### config.mk
export PLATFORM = sky130hd
export DESIGN_NAME = sw_debounce
export DESIGN_NICKNAME = d
export VERILOG_FILES = /design/src/rtl/sw_debounce.sv
export SDC_FILE = /design/constraint.sdc
export NUM_CORES = 1
export LEC_CHECK = 0
export ABC_AREA = 1
export CORE_UTILIZATION = 26
export DETAILED_ROUTE_END_ITERATION = 8
export PLACE_DENSITY = 0.46
export SLEW_MARGIN = 20
export SYNTH_ARGS = -nofsm -noshare
export SYNTH_HDL_FRONTEND = slang
export SYNTH_SLANG_ARGS = --single-unit
### constraint.sdc
create_clock -name i_clk -period 1.7 [get_ports i_clk]
set_input_delay 0.51 -clock i_clk [delete_from_list [all_inputs] [get_ports i_clk]]
set_output_delay 0.51 -clock i_clk [all_outputs]
set_load 0.1 [all_outputs]
### src/rtl/sw_debounce.sv
// Slide-switch conditioner: two-flop synchroniser, per-bit stable-time filter, change strobe.
// Define SW_DEBOUNCE_EDGE_EN to add registered per-bit rise/fall pulse outputs.
module sw_debounce #(
  parameter int unsigned WIDTH           = 3,
  parameter int unsigned DEBOUNCE_CYCLES = 500000,
  parameter int unsigned CNT_W           = 20
) (
  input  logic             i_clk,
  input  logic             i_reset,
  input  logic [WIDTH-1:0] i_sw_raw,
  output logic [WIDTH-1:0] o_sw_clean,
`ifdef SW_DEBOUNCE_EDGE_EN
  output logic [WIDTH-1:0] o_sw_rise,
  output logic [WIDTH-1:0] o_sw_fall,
`endif
  output logic             o_sw_changed
);

  localparam logic [CNT_W-1:0] LastCnt = CNT_W'(DEBOUNCE_CYCLES - 1);

  if (DEBOUNCE_CYCLES < 1) begin : g_bad_cycles
    $error("DEBOUNCE_CYCLES must be at least 1");
  end
  if (((DEBOUNCE_CYCLES - 1) >> CNT_W) != 0) begin : g_bad_cnt_w
    $error("CNT_W too narrow for DEBOUNCE_CYCLES-1");
  end

  logic [WIDTH-1:0] r_sync1;
  logic [WIDTH-1:0] r_sync2;
  logic [WIDTH-1:0] r_clean;
  logic             r_changed;
  logic [CNT_W-1:0] r_cnt [WIDTH];

  logic [WIDTH-1:0] w_mismatch;
  logic [WIDTH-1:0] w_update;

  // A bit commits once its mismatch has persisted for DEBOUNCE_CYCLES consecutive edges.
  always_comb begin
    w_mismatch = r_sync2 ^ r_clean;
    w_update   = '0;
    for (int i = 0; i < WIDTH; i++) begin
      w_update[i] = w_mismatch[i] && (r_cnt[i] == LastCnt);
    end
  end

  always_ff @(posedge i_clk) begin
    if (i_reset) begin
      r_sync1   <= '0;
      r_sync2   <= '0;
      r_clean   <= '0;
      r_changed <= 1'b0;
      for (int i = 0; i < WIDTH; i++) begin
        r_cnt[i] <= '0;
      end
    end else begin
      r_sync1   <= i_sw_raw;
      r_sync2   <= r_sync1;
      r_changed <= |w_update;
      for (int i = 0; i < WIDTH; i++) begin
        if (!w_mismatch[i]) begin
          r_cnt[i] <= '0;
        end else if (w_update[i]) begin
          r_clean[i] <= r_sync2[i];
          r_cnt[i]   <= '0;
        end else begin
          r_cnt[i] <= r_cnt[i] + CNT_W'(1);
        end
      end
    end
  end

  assign o_sw_clean   = r_clean;
  assign o_sw_changed = r_changed;

`ifdef SW_DEBOUNCE_EDGE_EN
  logic [WIDTH-1:0] r_rise;
  logic [WIDTH-1:0] r_fall;

  // Direction of an update is the value being committed from sync2.
  always_ff @(posedge i_clk) begin
    if (i_reset) begin
      r_rise <= '0;
      r_fall <= '0;
    end else begin
      r_rise <= w_update & r_sync2;
      r_fall <= w_update & ~r_sync2;
    end
  end

  assign o_sw_rise = r_rise;
  assign o_sw_fall = r_fall;
`endif

endmodule

* Word level (Yosys, flattened, before mapping)
Memories as Yosys holds them, arrays and structs flattened.
Cells that the tools add are included.
** Cells by class
- Add/subtract/negate cells :: 3
- Equality and inequality tests :: 3
- Mux-type cells :: 44
- Reduce and logical (&&, ||, !) cells :: 7
- Bitwise gates (word level) :: 10
** Operator list (count)
- two-way mux 20 bit :: 9
- adder 20 x 1 -> 20 bit, second input constant :: 3
- equality test 20 x 19 -> 1 bit, second input constant :: 3
- two-way mux 1 bit :: 35
- bitwise OR 1 bit :: 9
- AND reduction 2 bit :: 3
- logical AND 1 bit :: 3
- OR reduction 3 bit :: 1
- bitwise XOR 3 bit :: 1
** Word-level totals
- Bits of input ports :: 5
- Register bits after elaboration :: 10
- RAM bits :: 60
- Memories :: 1
- Logic and storage cells :: 74
** Memory list
- r_cnt :: depth 3, width 20, read ports 3, clocked after Yosys merged registers in 0, write ports 3, line 32 : logic [CNT_W-1:0] r_cnt [WIDTH];

* Longest topological paths before layout
Gate-level depths: netlist of run 1.
- Depth after elaboration :: 8
- Gate-level depth with buffers :: 9
- Depth with buffers taken out :: 9

* Worst setup path after synthesis of run 1
Ideal clock, no wire load.
- Kind :: register to register
- From :: register r_clean[1] (netlist: o_sw_clean[1])
- To :: memory r_cnt[1][0] (data pin)
- Library setup time :: 0.136 ns
- Arrival time :: 1.730 ns
- Buffers on the path :: 1
- Stages on the path, launching flop included :: 7
- Setup slack :: -0.165 ns
- Clock period less this slack :: 1.865 ns
- Cell sequence :: dfxtp_1 xor2_1 nand2_1 nor2_4 inv_4 buf_6 nor2_2
** RTL lines
- start, declared :: line 30 : logic [WIDTH-1:0] r_clean;
- start signal, assigned by index :: line 63 : r_clean[i] <= r_sync2[i];
- end, declared :: line 32

==> results.toml, run 1 <==
[logic_synthesis]
synth_most_common_cell = "nand2_1"
netlist_instances = 490
synth-seq-cells = 70
synth_edf_count = 60
ys_top_cells_by_area = "edfxtp_1 44%, nand2_1 11%, nor2_1 8.7%"
yosysUniqueCellTypes = 28
synth-main-ff-cell = "edfxtp_1"
yosys.area.top_type_share_pct = 44.43
yosysSeqAreaShare_pct = 49.37
postSynthAreaPerCell_um2 = 8.276
async_flop_share_pct = 0
synth_top_area_cell = "edfxtp_1"
syn_area_mm2 = 0.004055
ys_warn_count = 0
netlist_top_cells_count = "117 x nand2_1, 94 x nor2_1, 60 x edfxtp_1, 56 x inv_1, 35 x nand3_1"

[setup_path]
path_max_fanout = 4
worst_setup_path_end_kind = "flop"
endpoint = "r_cnt[1][16]"
r2r_start = "r_cnt[1][0]"
cp-start-kind = "flop"
crit_path_start = "r_cnt[1][0]"
rr_endpoint = "r_cnt[1][16]"
critPathRequiredTime_ns = 1.80
critPathArrivalTime_ns = 1.70
r2r_slack_ns = 0.1
reg2regPathDepth = 9
worstSetupPathType = "reg2reg"

[run]
cap_violations = 0

[sta]
period_minus_slack_ns = 1.604
slew_violations = 0
finalSetupViolations = 0
tns_ns = 0
finClkSkew_ns = 0.01284
max_freq_mhz = 623.3
finalCritPeriodShare_pct = 94.37
hold_viol = 0
hold_slack_ns = 0.4018

[placed_design]
place_hpwl_mm = 5.956
port_buffers = 8
place_congestion = 0.7825

[grt]
grt_pass1_vias = 3045
grtUsageTotal_pct = 10.98
antenna_found_initial = 0
grt-ovfl-total = 0
grt_pass1_wl_mm = 13.86
grt_max_degree = 20

[routing]
drt-pass1-iter-count = 4
routedWlPerCell_um = 10.01
routed_wl_mm = 7.867
drc = 0
vias = 3154
ant_nets = 0
vias_per_cell = 4.013
drt_iter0_markers = 152

[finish]
drive_above_1_share_pct = 16.22
n_antenna_cell = 0
n_fill_cell = 1637
nNetsFinal = 601
area_growth_pct = 26.94

[cts]
cts_sinks = 70
cts_tree = "done"
htree_levels = 3
cts_buffer_depth = 2
clk_latency_ns = 0.35
hold_buffers = 0
cts_buffers = 9
clockRootBuffer = "clkbuf_16"
clk_pin_slew_ns = 0.06

[power_and_ir_drop]
power_density_mw_per_mm2 = 780.6
total_leakage_power_nw = 2.039
ir_drop_uv = 410.1
power_w = 0.004018

[floorplanning]
fp-row-count = 45
die-height_um = 126.9
die_area_mm2 = 0.01610
core_mm2 = 0.01520
initial_core_util_pct = 26.67
die-width_um = 126.9
io_pins = 9

[hold_path]
hold_class = "reg2reg"

[status]
status = "complete, no violations"
==> power breakdown <==
group | switching, W | internal (W)
sequential | 0.0000597 | 0.00193
combinational | 0.000133 | 0.0000888
clock | 0.000727 | 0.00108
==> worst min-delay path by stage <==
| stage | startpoint | slack [ns] | cells after the start | to |
|---|---|---|---|---|
| finish | r_sync1[0] | 0.40 | 2 | r_sync2[0] |
| global route | r_sync1[0] | 0.42 | 2 | r_sync2[0] |
| CTS | r_sync1[0] | 0.41 | 2 | r_sync2[0] |
| detailed placement | r_sync1[0] | 0.40 | 2 | r_sync2[0] |
| global placement | r_sync1[0] | 0.39 | 2 | r_sync2[0] |
| floorplan | r_sync1[0] | 0.39 | 2 | r_sync2[0] |
==> registers in the layout, indices dropped and copies added, names as in the netlist <==
signal and count:
r_sync1 3, r_cnt 60, r_sync2 3, o_sw_clean 3, o_sw_changed 1
==> critical path: stages (launching register included) <==
cell and delay (ns):
edfxtp_1 0.36, ha_2 0.20, nand2_2 0.07, nor2_4 0.18, nand3_4 0.10, nor2_4 0.16
nor2_4 0.07, buf_6 0.12, nand3_1 0.07, inv_1 0.04
==> stage by stage <==
| stage | instances | utilization, % | setup WS, ns | area, µm² |
|---|---|---|---|---|
| 4_1_cts | 778 | 33.13 | 0.01902 | 5036 |
| 5_1_grt | 786 | 33.86 | -0.007254 | 5147 |
| 2_1_floorplan | 549 | - | 0.1438 | 4280 |
| 3_5_place_dp | 762 | 31.28 | -0.2165 | 4755 |
| 6_report | 786 | 33.86 | 0.09571 | 5147 |
| 3_3_place_gp | 762 | 31.28 | -0.1748 | 4755 |
==> per-layer routing <==
| metal | wire length [µm] | up-vias | global-route usage, % |
|---|---|---|---|
| met5 | 0 | - | 0 |
| met4 | 182 | 0 | 6.513 |
| met3 | 194 | 11 | 2.193 |
| met2 | 3496 | 30 | 16.74 |
| met1 | 3993 | 1397 | 14.40 |
| li1 | - | 1716 | - |
==> cell usage in the layout (no fill, tap or decap), types with 3 or more instances in the layout <==
| cell type | Yosys | final |
|---|---|---|
| nand3_1 | 35 | 34 |
| edfxtp_1 | 60 | 60 |
| nand4_1 | 7 | 7 |
| xnor2_1 | 11 | 11 |
| conb_1 | 1 | 60 |
| buf_4 | 0 | 28 |
| nand2_1 | 117 | 116 |
| nor2_2 | 18 | 21 |
| xor2_1 | 20 | 20 |
| a21oi_1 | 20 | 20 |
| o21ai_0 | 5 | 5 |
| nor2_1 | 94 | 91 |
| clkdlybuf4s50_1 | 0 | 4 |
| clkbuf_16 | 0 | 10 |
| inv_1 | 56 | 56 |
| nand2_2 | 3 | 4 |
| nand3_4 | 1 | 3 |
| nand3_2 | 7 | 6 |
| clkbuf_1 | 0 | 3 |
| buf_12 | 0 | 4 |
| dfxtp_1 | 10 | 7 |
| nor3_1 | 4 | 4 |
| nor2_4 | 6 | 6 |
| dfxtp_2 | 0 | 3 |
==> area by class of cell <==
class	count	area, µm²	share of cell area [%]
multi-input cells	415	2056	39.94
flip-flops and latches	70	2006	38.96
repair buffers	37	341.6	6.636
clock buffers	13	261.5	5.080
well taps	188	235.2	4.570
inverters	60	230.2	4.473
clock inverters	3	17.52	0.3403
==> timing repair <==
item,in CTS,in global routing
pin swaps,0,5
setup endpoints to repair,3,44
gates cloned,0,0
setup buffers,0,8
gates resized for setup,1,13
==> kinds of logic after synthesis <==
logic type,synth area share (%)
AND/OR/NAND/NOR,33.26
buffers and inverters,6.572
other,0.09248
AO/OA/AOI/OAI,3.085
XOR/XNOR,6.695
flip-flops,49.37
adder cells (fa/ha/maj),0.9257
No activity file was read; power rests on OpenSTA's default activity.
==> run 2: changes to the inputs <==
Settings changed: SKIP_LAST_GASP set to 1.
==> results of run 2 <==
The final DEF is identical to that of run 1; final timing and power are the same.
